**config.mk**
```make
export PLATFORM = sky130hd
export DESIGN_NAME = mcp_dac_rx_flat
export DESIGN_NICKNAME = d
export VERILOG_FILES = /design/src/rtl/mcp_dac_pkg.sv /design/src/rtl/mcp_dac_rx_if.sv /design/src/rtl/mcp_dac_rx_shift.sv /design/src/rtl/mcp_dac_sync.sv /design/src/rtl/mcp_dac_rx.sv /design/src/flat_wrapper.sv
export SDC_FILE = /design/constraint.sdc
export NUM_CORES = 1
export LEC_CHECK = 0
export CAP_MARGIN = 20
export CORE_MARGIN = 2
export CORE_UTILIZATION = 40
export CTS_CLUSTER_DIAMETER = 200
export DETAILED_ROUTE_END_ITERATION = 16
export SETUP_SLACK_MARGIN = 0.4
export SLEW_MARGIN = 10
export SYNTH_ARGS = -nofsm -noshare
export SYNTH_HDL_FRONTEND = slang
export SYNTH_SLANG_ARGS = --single-unit
```
**constraint.sdc**
```tcl
create_clock -name clk -period 2.64 [get_ports clk]
set_input_delay 0.264 -clock clk [delete_from_list [all_inputs] [get_ports clk]]
set_output_delay 0.264 -clock clk [all_outputs]
set_load 0.01 [all_outputs]
```
**src/rtl/mcp_dac_pkg.sv**
```systemverilog
// Shared MCP49x2 command-word layout and command nibbles, used by the DAC receiver
// and the DDS-side transmitter.
package mcp_dac_pkg;
   localparam int unsigned CH_BIT     = 15;
   localparam int unsigned BUF_BIT    = 14;
   localparam int unsigned GA_N_BIT   = 13;
   localparam int unsigned SHDN_N_BIT = 12;
   localparam int unsigned DATA_MSB   = 11;
   localparam int unsigned FRAME_BITS = 16;

   // Upper nibble {ch, buf, ga_n, shdn_n}
   localparam logic [3:0] CMD_A_2X_ON = 4'b0001;
   localparam logic [3:0] CMD_A_1X_ON = 4'b0011;
   localparam logic [3:0] CMD_A_OFF   = 4'b0010;
   localparam logic [3:0] CMD_B_2X_ON = 4'b1001;
   localparam logic [3:0] CMD_B_1X_ON = 4'b1011;
   localparam logic [3:0] CMD_B_OFF   = 4'b1010;

   typedef enum logic [1:0] {
      WAIT_HI,
      IDLE,
      SHIFT
   } rx_state_t;
endpackage

```
**src/rtl/mcp_dac_rx_if.sv**
```systemverilog
// SPI mode-0 bus between the DDS transmitter (master) and the DAC receiver (slave).
interface mcp_dac_rx_if;
   logic sclk;
   logic mosi;
   logic cs;

   modport master (output sclk, mosi, cs);
   modport slave  (input  sclk, mosi, cs);
endinterface

```
**src/rtl/mcp_dac_rx_shift.sv**
```systemverilog
// SPI framing for the DAC receiver: input sync, edge strobes, framing FSM, shift register
// and bit counter. frame_done/frame_bad/word are valid in the cycle cs_rise is processed.
module mcp_dac_rx_shift
   import mcp_dac_pkg::*;
#(
   parameter int unsigned SYNC_STAGES = 2
) (
   input  logic                  clk,
   input  logic                  rst,
   mcp_dac_rx_if.slave           spi,
   output logic                  frame_done,
   output logic                  frame_bad,
   output logic [FRAME_BITS-1:0] word
);
   localparam logic [4:0] CNT_FULL = 5'(FRAME_BITS);
   localparam logic [4:0] CNT_SAT  = 5'(FRAME_BITS + 1);

   logic sclk_s, mosi_s, cs_s;
   logic sclk_q, cs_q, mosi_q;
   logic sclk_rise, cs_fall, cs_rise;

   // cs resets low so a frame cut by reset keeps the FSM in WAIT_HI
   mcp_dac_sync #(.STAGES(SYNC_STAGES), .RST_VAL(1'b0)) u_sync_sclk (.clk(clk), .rst(rst), .d(spi.sclk), .q(sclk_s));
   mcp_dac_sync #(.STAGES(SYNC_STAGES), .RST_VAL(1'b0)) u_sync_mosi (.clk(clk), .rst(rst), .d(spi.mosi), .q(mosi_s));
   mcp_dac_sync #(.STAGES(SYNC_STAGES), .RST_VAL(1'b0)) u_sync_cs   (.clk(clk), .rst(rst), .d(spi.cs),   .q(cs_s));

   always_ff @(posedge clk or posedge rst) begin
      if (rst) begin
         sclk_q    <= 1'b0;
         cs_q      <= 1'b0;
         mosi_q    <= 1'b0;
         sclk_rise <= 1'b0;
         cs_fall   <= 1'b0;
         cs_rise   <= 1'b0;
      end else begin
         sclk_q    <= sclk_s;
         cs_q      <= cs_s;
         mosi_q    <= mosi_s;
         sclk_rise <= sclk_s & ~sclk_q;
         cs_fall   <= ~cs_s & cs_q;
         cs_rise   <= cs_s & ~cs_q;
      end
   end

   rx_state_t             state, state_nxt;
   logic [FRAME_BITS-1:0] shift, shift_nxt;
   logic [4:0]            bit_cnt, bit_cnt_nxt;

   always_ff @(posedge clk or posedge rst) begin
      if (rst) begin
         state   <= WAIT_HI;
         shift   <= '0;
         bit_cnt <= '0;
      end else begin
         state   <= state_nxt;
         shift   <= shift_nxt;
         bit_cnt <= bit_cnt_nxt;
      end
   end

   // A bit arriving with cs_rise is shifted and counted before the frame is judged
   always_comb begin
      state_nxt   = state;
      shift_nxt   = shift;
      bit_cnt_nxt = bit_cnt;
      frame_done  = 1'b0;
      frame_bad   = 1'b0;
      case (state)
         WAIT_HI: if (cs_s) state_nxt = IDLE;
         IDLE: begin
            if (cs_fall) begin
               bit_cnt_nxt = '0;
               state_nxt   = SHIFT;
            end
         end
         SHIFT: begin
            if (sclk_rise) begin
               shift_nxt = {shift[FRAME_BITS-2:0], mosi_q};
               if (bit_cnt != CNT_SAT) bit_cnt_nxt = bit_cnt + 5'd1;
            end
            if (cs_rise) begin
               frame_done = (bit_cnt_nxt == CNT_FULL);
               frame_bad  = (bit_cnt_nxt != CNT_FULL);
               state_nxt  = IDLE;
            end
         end
         default: state_nxt = WAIT_HI;
      endcase
   end

   assign word = shift_nxt;
endmodule

```
**src/rtl/mcp_dac_sync.sv**
```systemverilog
// Multi-stage flip-flop synchronizer for a single asynchronous input.
module mcp_dac_sync #(
   parameter int unsigned STAGES  = 2,
   parameter logic        RST_VAL = 1'b0
) (
   input  logic clk,
   input  logic rst,
   input  logic d,
   output logic q
);
   logic [STAGES-1:0] ff;

   always_ff @(posedge clk or posedge rst) begin
      if (rst) ff <= {STAGES{RST_VAL}};
      else     ff <= (ff << 1) | STAGES'(d);
   end

   assign q = ff[STAGES-1];
endmodule

```
**src/rtl/mcp_dac_rx.sv**
```systemverilog
// MCP49x2 dual-DAC receiver: decodes SPI command words into per-channel registers.
// Optional LDAC latch stage is built when MCP_DAC_RX_LDAC_EN is defined.
module mcp_dac_rx
   import mcp_dac_pkg::*;
#(
   parameter int unsigned DATA_BITS   = 10,
   parameter int unsigned SYNC_STAGES = 2
) (
   input  logic                 clk,
   input  logic                 rst,
   mcp_dac_rx_if.slave          spi,
`ifdef MCP_DAC_RX_LDAC_EN
   input  logic                 ldac_n,
`endif
   output logic [DATA_BITS-1:0] dac_a,
   output logic [DATA_BITS-1:0] dac_b,
   output logic                 gain2x_a,
   output logic                 gain2x_b,
   output logic                 on_a,
   output logic                 on_b,
   output logic                 word_valid,
   output logic                 word_ch,
   output logic                 frame_err
);
   logic                  frame_done, frame_bad;
   logic [FRAME_BITS-1:0] word;

   mcp_dac_rx_shift #(.SYNC_STAGES(SYNC_STAGES)) u_shift (
      .clk        (clk),
      .rst        (rst),
      .spi        (spi),
      .frame_done (frame_done),
      .frame_bad  (frame_bad),
      .word       (word)
   );

   logic                 dec_ch, dec_gain2x, dec_on;
   logic [DATA_BITS-1:0] dec_data;
   logic                 unused_word;

   assign dec_ch      = word[CH_BIT];
   assign dec_gain2x  = ~word[GA_N_BIT];
   assign dec_on      = word[SHDN_N_BIT];
   assign dec_data    = word[DATA_MSB -: DATA_BITS];
   assign unused_word = ^word;

   always_ff @(posedge clk or posedge rst) begin
      if (rst) begin
         word_valid <= 1'b0;
         frame_err  <= 1'b0;
         word_ch    <= 1'b0;
      end else begin
         word_valid <= frame_done;
         frame_err  <= frame_bad;
         if (frame_done) word_ch <= dec_ch;
      end
   end

`ifdef MCP_DAC_RX_LDAC_EN
   logic                 ldac_s;
   logic [DATA_BITS-1:0] lat_dac_a, lat_dac_b;
   logic                 lat_gain2x_a, lat_gain2x_b, lat_on_a, lat_on_b;

   mcp_dac_sync #(.STAGES(SYNC_STAGES), .RST_VAL(1'b1)) u_sync_ldac (.clk(clk), .rst(rst), .d(ldac_n), .q(ldac_s));

   // Outputs copy the latches as they stood before this cycle's decode
   always_ff @(posedge clk or posedge rst) begin
      if (rst) begin
         lat_dac_a <= '0; lat_gain2x_a <= 1'b0; lat_on_a <= 1'b0;
         lat_dac_b <= '0; lat_gain2x_b <= 1'b0; lat_on_b <= 1'b0;
         dac_a     <= '0; gain2x_a     <= 1'b0; on_a     <= 1'b0;
         dac_b     <= '0; gain2x_b     <= 1'b0; on_b     <= 1'b0;
      end else begin
         if (frame_done && !dec_ch) begin
            lat_dac_a <= dec_data; lat_gain2x_a <= dec_gain2x; lat_on_a <= dec_on;
         end
         if (frame_done && dec_ch) begin
            lat_dac_b <= dec_data; lat_gain2x_b <= dec_gain2x; lat_on_b <= dec_on;
         end
         if (!ldac_s) begin
            dac_a <= lat_dac_a; gain2x_a <= lat_gain2x_a; on_a <= lat_on_a;
            dac_b <= lat_dac_b; gain2x_b <= lat_gain2x_b; on_b <= lat_on_b;
         end
      end
   end
`else
   always_ff @(posedge clk or posedge rst) begin
      if (rst) begin
         dac_a <= '0; gain2x_a <= 1'b0; on_a <= 1'b0;
         dac_b <= '0; gain2x_b <= 1'b0; on_b <= 1'b0;
      end else if (frame_done) begin
         if (!dec_ch) begin
            dac_a <= dec_data; gain2x_a <= dec_gain2x; on_a <= dec_on;
         end else begin
            dac_b <= dec_data; gain2x_b <= dec_gain2x; on_b <= dec_on;
         end
      end
   end
`endif
endmodule

```
**src/flat_wrapper.sv**
```systemverilog
// flat-port wrapper written by rule: the top's interface ports become plain ports
module mcp_dac_rx_flat import mcp_dac_pkg::*;
#(
   parameter int unsigned DATA_BITS   = 10,
   parameter int unsigned SYNC_STAGES = 2
)
  (clk, rst, dac_a, dac_b, gain2x_a, gain2x_b, on_a, on_b, word_valid, word_ch, frame_err, spi_sclk, spi_mosi, spi_cs);
  mcp_dac_rx_if spi_i ();
  input  logic clk;
  input  logic rst;
  output logic [DATA_BITS-1:0] dac_a;
  output logic [DATA_BITS-1:0] dac_b;
  output logic gain2x_a;
  output logic gain2x_b;
  output logic on_a;
  output logic on_b;
  output logic word_valid;
  output logic word_ch;
  output logic frame_err;
  input wire logic [$bits(spi_i.sclk)-1:0] spi_sclk;
  input wire logic [$bits(spi_i.mosi)-1:0] spi_mosi;
  input wire logic [$bits(spi_i.cs)-1:0] spi_cs;
  assign spi_i.sclk = spi_sclk;
  assign spi_i.mosi = spi_mosi;
  assign spi_i.cs = spi_cs;
  mcp_dac_rx #(.DATA_BITS(DATA_BITS), .SYNC_STAGES(SYNC_STAGES)) u_core (.clk(clk), .rst(rst), .spi(spi_i), .dac_a(dac_a), .dac_b(dac_b), .gain2x_a(gain2x_a), .gain2x_b(gain2x_b), .on_a(on_a), .on_b(on_b), .word_valid(word_valid), .word_ch(word_ch), .frame_err(frame_err));
endmodule
```
# After elaboration in Yosys (flattened, before gate mapping)
# Index checks and enable logic that the tools add are counted.
classes:
  add_sub_neg: 1
  multipliers: 0
  n_div: 0
  magnitude_cmp: 0
  eq_ne: 8
  n_shift: 0
  mux: 15
  bitwise_logic: 11
  n_reduce_logical: 7
ops:
  columns: ["operator", "count"]
  rows:
  - ["2-to-1 mux 16 bit", 2]
  - ["2-to-1 mux 5 bit", 4]
  - ["inequality test 5 bit, second input constant", 2]
  - ["one-hot mux 5 bit (2 select lines)", 1]
  - ["AND reduction 2 bit", 4]
  - ["2-to-1 mux 2 bit", 3]
  - ["OR 2 x 1 -> 2 bit", 3]
  - ["one-hot mux 2 bit (3 select lines)", 1]
  - ["adder 5 x 1 -> 5 bit, second input constant", 1]
  - ["equality test 5 bit, second input constant", 1]
  - ["NOT 1 bit", 5]
  - ["2-to-1 mux 1 bit", 4]
  - ["inequality test 2 bit, second input constant", 2]
  - ["AND 1 bit", 3]
  - ["AND reduction 3 bit", 1]
  - ["equality test 2 x 1 -> 1 bit, second input constant", 1]
  - ["equality test 2 bit, second input constant", 1]
  - ["logical NOT 2 bit", 1]
  - ["inequality test 2 x 1 -> 1 bit, second input constant", 1]
  - ["nonzero test 2 bit", 1]
totals:
  regBits: 62
  latchBits: 0
  ram_bits: 0
  romBits: 0
  in_bits: 5
  out_inout_bits: 27
  word_cells: 64
  mem_count: 0

# Longest topological paths before layout
# Gate-level depths: netlist of run 1.
logic_depth:
  word_depth: 8
  mapped_depth: 8
  depth_no_buf: 7

# Modules after synthesis
# From an unflattened synthesis of run 1, not the netlist that was laid out.
unflattened:
  hier_cells: 169
  hier_area_um2: 2473.6
by_module_without_submodules:
  columns: ["module", "instances", "cells_each", "area_per_inst_um2"]
  rows:
  - ["mcp_dac_rx_shift", 1, 100, 1276.2]
  - ["mcp_dac_rx", 1, 60, 1036.0]
  - ["mcp_dac_sync", 3, 3, 53.8]

# Worst setup path after synthesis of run 1
# Ideal clock, no wire load.
synth_path:
  path_kind: "register to register"
  from: "register u_core.u_shift.bit_cnt[1]"
  to: "register u_core.dac_a[0]"
  setup_time_ns: 0.125
  t_arrival_ns: 2.111
  path_slack_ns: 0.404
  stages_incl_launch_ff: 9
  n_path_buf: 1
  period_less_slack_ns: 2.236
  path_cell_list: "dfrtp_1 > inv_1 > ha_1 > nand4bb_1 > a211o_1 > a221oi_4 > nand4_2 > buf_6 > mux2_4"
synth_between:
  elab_chain_cells: 8
synth_lines:
  columns: ["element", "line_no", "text"]
  rows:
  - ["start: declaration", "mcp_dac_rx_shift.sv:47", "logic [4:0] bit_cnt, bit_cnt_nxt;"]
  - ["start signal: assignment", "mcp_dac_rx_shift.sv:57", "bit_cnt <= bit_cnt_nxt;"]
  - ["adder 5 x 1 -> 5 bit or inequality test 5 bit (tied branches)", "mcp_dac_rx_shift.sv:79", "if (bit_cnt != CNT_SAT) bit_cnt_nxt = bit_cnt + 5'd1;"]
  - ["2-to-1 mux 5 bit", "mcp_dac_rx_shift.sv:79", null]
  - ["2-to-1 mux 5 bit (*)", "mcp_dac_rx_shift.sv:77", "if (sclk_rise) begin"]
  - ["2-to-1 mux 5 bit (*)", "mcp_dac_rx_shift.sv:68", "case (state)"]
  - ["equality test 5 bit (*)", "mcp_dac_rx_shift.sv:82", "frame_done = (bit_cnt_nxt == CNT_FULL);"]
  - ["2-to-1 mux 1 bit (*)", "mcp_dac_rx_shift.sv:81", "if (cs_rise) begin"]
  - ["2-to-1 mux 1 bit (*)", "mcp_dac_rx_shift.sv:68", null]
  - ["AND reduction 2 bit (no line) (*)", null, null]
  - ["end signal: assignment", "mcp_dac_rx.sv:93", "dac_a <= dec_data; gain2x_a <= dec_gain2x; on_a <= dec_on;"]
  - ["end: declaration", "mcp_dac_rx.sv:15", "output logic [DATA_BITS-1:0] dac_a,"]
# Mark *: on every way between the ends. The rest lies on a longest branch, timed or not. The select of a mux whose other input is x is not followed.
# A chain may end at the register's enable or synchronous reset.

# Worst setup path in the final report of run 1
layout_path:
  from: "register u_core.u_shift.bit_cnt[3]"
  to: "register u_core.dac_b[4]"
layout_between:
  elab_chain_cells: 8
layout_lines:
  columns: ["element", "line_no", "text"]
  rows:
  - ["adder 5 x 1 -> 5 bit or inequality test 5 bit (tied branches)", "mcp_dac_rx_shift.sv:79", null]
  - ["2-to-1 mux 5 bit", "mcp_dac_rx_shift.sv:79", null]
  - ["2-to-1 mux 5 bit (*)", "mcp_dac_rx_shift.sv:77", null]
  - ["2-to-1 mux 5 bit (*)", "mcp_dac_rx_shift.sv:68", null]
  - ["equality test 5 bit (*)", "mcp_dac_rx_shift.sv:82", null]
  - ["2-to-1 mux 1 bit (*)", "mcp_dac_rx_shift.sv:81", null]
  - ["2-to-1 mux 1 bit (*)", "mcp_dac_rx_shift.sv:68", null]
  - ["AND reduction 2 bit (no line) (*)", null, null]
  - ["end signal: assignment", "mcp_dac_rx.sv:95", "dac_b <= dec_data; gain2x_b <= dec_gain2x; on_b <= dec_on;"]
  - ["end: declaration", "mcp_dac_rx.sv:16", "output logic [DATA_BITS-1:0] dac_b,"]
# Marks and branches as above.

==> metrics.md, run 1 <==
| Metric | Value |
|---|---|
| Status | complete, no violations |
| Avg WL per Cell | 15.3 um |
| Most common cell in the netlist | dfrtp_1 |
| WP buf/inv | 2 |
| Hpwl dp | 2790 um |
| Dpl cells | 268 |
| Commonest cells post-synth | dfrtp_1, mux2_2, mux2_4 |
| First-pass GRT wire length | ~7800 um |
| Power Density | 632 nW/um^2 |
| Synth Cell Area | roughly 2500 um^2 |
| Std-Cell Rows | 28 |
| IO Pins | 32 |
| Worst slew pin tran | 0.747 ns |
| Critical path class | reg2reg |
| Syn Nets | 172 |
| Peak VDD IR | 0.000326 V |
| Switching Share | 0.248 |
| Critical path fanouts, max | 9 |
| Die Wd | roughly 83 um |
| Fin worst setup slack | 0.320 ns |
| Clock skew | approximately 0.0070 ns |
| Cell Chain, Critical Path | nand4bb_1 -> a211o_1 -> a221oi_4 -> buf_6 -> nand4_4 -> clkbuf_16 -> mux2_4 |
| WL final | 4470 um |
| Area leader, netlist | dfrtp_1 |
| CTS Buf Count | 9 |
| Crit path launch type | flip-flop |
| Syn-to-layout area delta | 30.1% |
| Vias per Instance | 5.10 |
| CTS tree | yes |
| Max-Cap Viols | 0 |
| Ranking of synthesized cells by area | dfrtp_1, mux2_4, mux2_2 |
| CTS root buffer | clkbuf_8 |
| Inserted Diodes | 0 |
| Vias in the first global route | 1,595 |
| Initial DRT Pass Iterations | 4 |
| Gr ovfl total | 0 |
| Global Route Usage Sum | 0.145 |
| Setup TNS | 0 ns |
| Post-synth EDFFs | 0 |
| Setup WS pre-CTS | 0.246 ns |
| Cell family with most CP delay | compound AO/OA/AOI/OAI gates |
| Hold_ws | 0.353 ns |
| Mean Syn Cell Area | 15.2 um^2 |
| Sequential fraction of the synthesis area | 0.617 |
| Final Setup Violations | 0 |
| Logic pwr share | 0.092 |
| Final min period | between 2 and 2.5 ns |
| Post-route DRC | 0 |
| Non-Filler Instances | 293 |
| Slew Viols, Final | 0 |
| Synth cell types | 31 |
| Worst hold path class | reg2reg |
| RD Place Congestion | 0.782 |
| Switching power | 512 uW |
| Via count | around 1.5k |
| CP max stage cell | dfrtp_1 |
| Sequential share of power | 0.514 |
| TritonCTS Sinks | 62 |
| Max Freq | around 430 MHz |
| Period Utilization, post-route | 0.879 |
| Req. time, crit path | 2.86 ns |
| Layout cells sized above 1 | 0.344 |
| Share of the synthesized area in the top cell type | 0.617 |
| Drt first-iter violations | 84 |
| Die height | 83.3 um |
| Initial Utilization | 0.420 |
| Flops & latches, synth | 62 |
| Leak | ~0.0016 uW |
| Core area | 5990 um^2 |
| Unrepaired setup endpoints after global routing | true |
| Largest net degree at the start of global routing | 63 |
| Die area | 6930 um^2 |
| H-tree depth | 3 |
| FFs w/ async S/R, synth | 1.00 |
| # nets final | 220 |
| Final Hold Vio Count | 0 |
| CP max stage delay | 0.48 ns |
| P_int | about 1600 uW |
| Clk buf depth | 2 |
| Hold buffer count at cts | 0 |
| Number of synthesis warnings | 0 |
| Clk slew on worst S/H paths | around 0.070 ns |
| R2r setup slk | 0.32 ns |
| PortBufs | 31 |
| Initial antenna violation count | 0 |
| Clk pwr share | 0.395 |
| Post-route ant nets | 0 |
| Clock latency on the worst-skew pair | between 0.3 and 0.4 ns |
| CP Capture Type | flip-flop |
| Mapped Cells | 165 |
| Commonest register cell after synthesis | dfrtp_1 |
| Slew HR | 0.502 |
| CP arrival | 2.54 ns |
[area by class of cell]
type	instances	area (um^2)
clock inverters	6	61.3
inverters	6	22.5
clock buffers	10	138
repair buffers	44	478
well taps	75	93.8
multi-input cells	90	925
flip-flops and latches	62	1550
fillers	511	2720
[what timing repair did]
action,CTS,global route
gates resized for setup,17,1
gates cloned,2,0
setup endpoints to repair,24,24
buffers inserted,6,1
pin swaps,5,1
[layer usage]
metal | vias up | part of all wire | GRT usage
met5 | - | 0 | 0
met4 | 0 | 0.017 | 0.0864
met3 | 9 | 0.055 | 0.0537
met2 | 47 | 0.46 | 0.211
met1 | 760 | 0.46 | 0.183
li1 | 679 | - | -
[sequential cells by signal (all words and copies together) (netlist names), 2 cells and up]
| name | flops |
|---|---|
| u_core.u_shift.shift | 16 |
| u_core.dac_b | 10 |
| u_core.u_shift.u_sync_mosi.ff | 2 |
| u_core.u_shift.u_sync_sclk.ff | 2 |
| u_core.u_shift.bit_cnt | 5 |
| u_core.u_shift.u_sync_cs.ff | 2 |
| u_core.dac_a | 10 |
| u_core.u_shift.state | 2 |
[kinds of logic (layout without fill, tap and decap cells)]
family	count (synthesis)	in the layout	synth area share
buf+inv	13	66	0.0284
simple gates	29	29	0.0747
flops	62	62	0.617
mux	42	42	0.215
xor+xnor	2	2	0.00697
fa+ha+maj	2	2	0.00995
compound gates	15	15	0.0483
[power groups by stage]
stage                     combinational [uW]  sequential [uW]  clock, uW
after CTS                                187             1060        838
after floorplan                          154             1040          0
after global placement                   152             1070          0
after detailed placement                 158             1080          0
after global routing                     212             1070        894
final                                    189             1060        815
[cell usage in the layout, fill, tap and decap left out, types with 4 or more instances in the layout]
cell type,instances
a21oi_1,4
buf_4,7
clkbuf_8,10
clkdlybuf4s50_1,31
dfrtp_1,61
inv_1,4
mux2_2,19
mux2_4,19
mux2i_1,4
nand2b_1,4
nand3_1,4
nor2b_1,5
[path summary, 6_finish.rpt]
kind                                                        from                          endpoint  depth (start not counted)
worst max-delay path                   u_core.u_shift.bit_cnt[3]                   u_core.dac_b[4]                          7
worst min register to register  u_core.u_shift.u_sync_mosi.ff[0]  u_core.u_shift.u_sync_mosi.ff[1]                          0
worst max register to register         u_core.u_shift.bit_cnt[3]                   u_core.dac_b[4]                          7
worst min-delay path            u_core.u_shift.u_sync_mosi.ff[0]  u_core.u_shift.u_sync_mosi.ff[1]                          0
min in group asynchronous                                    rst  u_core.u_shift.u_sync_sclk.ff[1]                          3
max in group asynchronous                                    rst         u_core.u_shift.bit_cnt[0]                          3
[per-stage QoR]
stage	cell area (um^2)	total power (uW)	utilization
finish	3270	2070	0.546
global placement	2900	1220	0.484
detailed placement	2900	1240	0.484
global route	3270	2180	0.546
CTS	3270	2090	0.545
floorplan	2510	1190	-
(Power assumes the default switching activity.)
==> inputs of run 2 (changes only) <==
- PLACE_DENSITY: default -> 0.58
- clock period: 2.64 -> 3 ns (I/O delays scaled with it)
==> run 2 against run 1 <==
Compared with the run above: design area shrank 5.1%; critical endpoint is now u_core.dac_b[3]; maximum frequency shrank 2.8%; critical path depth grew 1.
==> metrics.md, run 2 (synthesized netlist as in run 1, its figures left out) <==
| Metric | Value |
|---|---|
| Std-Cell Rows | 28 (unchanged) |
| Clk buf depth | 2 (unchanged) |
| Clk slew on worst S/H paths | 0.07 ns (about the same) |
| Syn-to-layout area delta | 23.4% |
| Clock skew | 0.00834 ns (+0.00132 ns) |
| CP max stage cell | dfrtp_1 |
| Layout cells sized above 1 | 0.295 (-0.0488) |
| Slew HR | 0.677 (+0.175) |
| Critical path class | reg2reg |
| Vias in the first global route | 1,548 (-2.9%) |
| Global Route Usage Sum | 0.145 (+0.000181) |
| Setup TNS | 0 ns (unchanged) |
| CTS root buffer | clkbuf_8 |
| First-pass GRT wire length | 7820 um (+0.62%) |
| Most common cell after layout, fill and taps aside | dfrtp_1 |
| R2r setup slk | 0.61 ns (+0.29 ns) |
| WL final | 4430 um (-0.85%) |
| CTS resizes | 0 (-17) |
| Power Density | 571 nW/um^2 (-9.5%) |
| CTS Buf Count | 9 (unchanged) |
| Die area | 6930 um^2 (unchanged) |
| CP arrival | 2.60 ns (+0.06 ns) |
| Cell family with most CP delay | compound AO/OA/AOI/OAI gates |
| Initial Utilization | 0.420 (unchanged) |
| Die Wd | 83.3 um (unchanged) |
| Setup Buffers After CTS | 0 (-6) |
| RR Startpoint | u_core.u_shift.bit_cnt[1] |
| Worst slew pin tran | 0.484 ns (-0.263 ns) |
| Peak VDD IR | 0.000259 V (-21%) |
| Initial DRT Pass Iterations | 4 (unchanged) |
| Avg WL per Cell | 15.6 um (+1.9%) |
| Critical path fanouts, max | 12 (+3) |
| Largest reg by FF count | u_core.u_shift.shift |
| Slew Viols, Final | 0 (unchanged) |
| Crit path launch type | flip-flop |
| Final min period | 2.39 ns (+0.0667 ns) |
| Non-Filler Instances | 285 (-2.7%) |
| Req. time, crit path | 3.21 ns (+0.35 ns) |
| Most frequent cells in the layout | dfrtp_1, clkdlybuf4s50_1, mux2_2, mux2_4, clkbuf_8 |
| Vias per Instance | 5.01 (-1.9%) |
| Final Setup Violations | 0 (unchanged) |
| Final Hold Vio Count | 0 (unchanged) |
| Core area | 5990 um^2 (unchanged) |
| IO Pins | 32 (unchanged) |
| Largest net degree at the start of global routing | 25 (-60%) |
| CTS tree | yes |
| Die height | 83.3 um (unchanged) |
| Clock latency on the worst-skew pair | 0.33 ns (about the same) |
| Post-route ant nets | 0 (unchanged) |
| Total design power | 1770 uW (-14%) |
| FF-to-FF path depth | 8 (+1) |
| WP buf/inv | 2 (unchanged) |
| Status | complete, no violations |
| Unrepaired setup endpoints after global routing | false |
| Largest regs | u_core.u_shift.shift: 16 flops, u_core.dac_a: 10 flops, u_core.dac_b: 10 flops |
| TritonCTS Sinks | 62 (unchanged) |
| Gr ovfl total | 0 (unchanged) |
| # nets final | 213 (-3.2%) |
| Hold buffer count at cts | 0 (unchanged) |
| Worst hold path class | in2async |
| Post-route DRC | 0 (unchanged) |
| Via count | 1,427 (-4.5%) |
| PortBufs | 31 (unchanged) |
| Drt first-iter violations | 83 (-1.2%) |
| CP max stage delay | 0.42 ns (-0.06 ns) |
| Reg-to-Reg End | u_core.dac_b[3] |
| Initial antenna violation count | 0 (unchanged) |
| Cell Chain, Critical Path | inv_1 -> ha_1 -> nand4bb_1 -> a211o_1 -> a221oi_4 -> nand4_2 -> buf_4 -> mux2_4 |
| Period Utilization, post-route | 0.796 (-0.0832) |
| Hpwl dp | 3030 um (+8.5%) |
| CP Capture Type | flip-flop |
| Max-Cap Viols | 0 (unchanged) |
| RD Place Congestion | 0.764 (-2.3%) |
| H-tree depth | 3 (unchanged) |
| Inserted Diodes | 0 (unchanged) |
| Max reg flops | 16 (unchanged) |
| Dpl cells | 270 (+0.75%) |
| Max Freq | 419 MHz (-2.8%) |
| Leak | 0.00155 uW (-4.3%) |
| Finished Core Util | 0.518 (-0.0280) |
run 2: cell type report:
class / count / area, um^2
multi-input cells: 90 / 891
well taps: 75 / 93.8
clock inverters: 4 / 47.5
inverters: 6 / 22.5
clock buffers: 11 / 141
flip-flops and latches: 62 / 1550
fillers: 536 / 2890
repair buffers: 37 / 355
run 2: worst max path at each step:
stage | from | to | slack (ns) | depth (start not counted)
2_1_floorplan | u_core.u_shift.bit_cnt[1] | u_core.dac_a[0] | 0.76 | 8
3_3_place_gp | u_core.u_shift.bit_cnt[1] | u_core.dac_a[6] | 0.69 | 8
5_1_grt | u_core.u_shift.bit_cnt[1] | u_core.gain2x_a | 0.47 | 8
3_5_place_dp | u_core.u_shift.bit_cnt[1] | u_core.dac_b[5] | 0.63 | 8
4_1_cts | u_core.u_shift.bit_cnt[1] | u_core.dac_b[3] | 0.61 | 8
6_report | u_core.u_shift.bit_cnt[1] | u_core.dac_b[3] | 0.61 | 8
run 2: metal layers:
layer	global-route usage	part of all wire
met1	0.191	0.47
met3	0.0457	0.044
met2	0.216	0.47
met4	0.0715	0.022
met5	0	0
run 2: report_power, final:
| group | switching, uW | total [uW] | internal, uW |
|---|---|---|---|
| sequential | 55.2 | 933 | 878 |
| clock | 300 | 699 | 399 |
| combinational | 71.4 | 141 | 69.9 |
run 2: stage by stage:
step | cell area, um^2 | hold slack [ns] | setup slack (ns)
3_3_place_gp | 2910 | 0.335 | 0.691
3_5_place_dp | 2910 | 0.342 | 0.630
6_report | 3100 | 0.312 | 0.613
4_1_cts | 3100 | 0.311 | 0.606
2_1_floorplan | 2510 | 0.331 | 0.764
5_1_grt | 3100 | 0.357 | 0.467
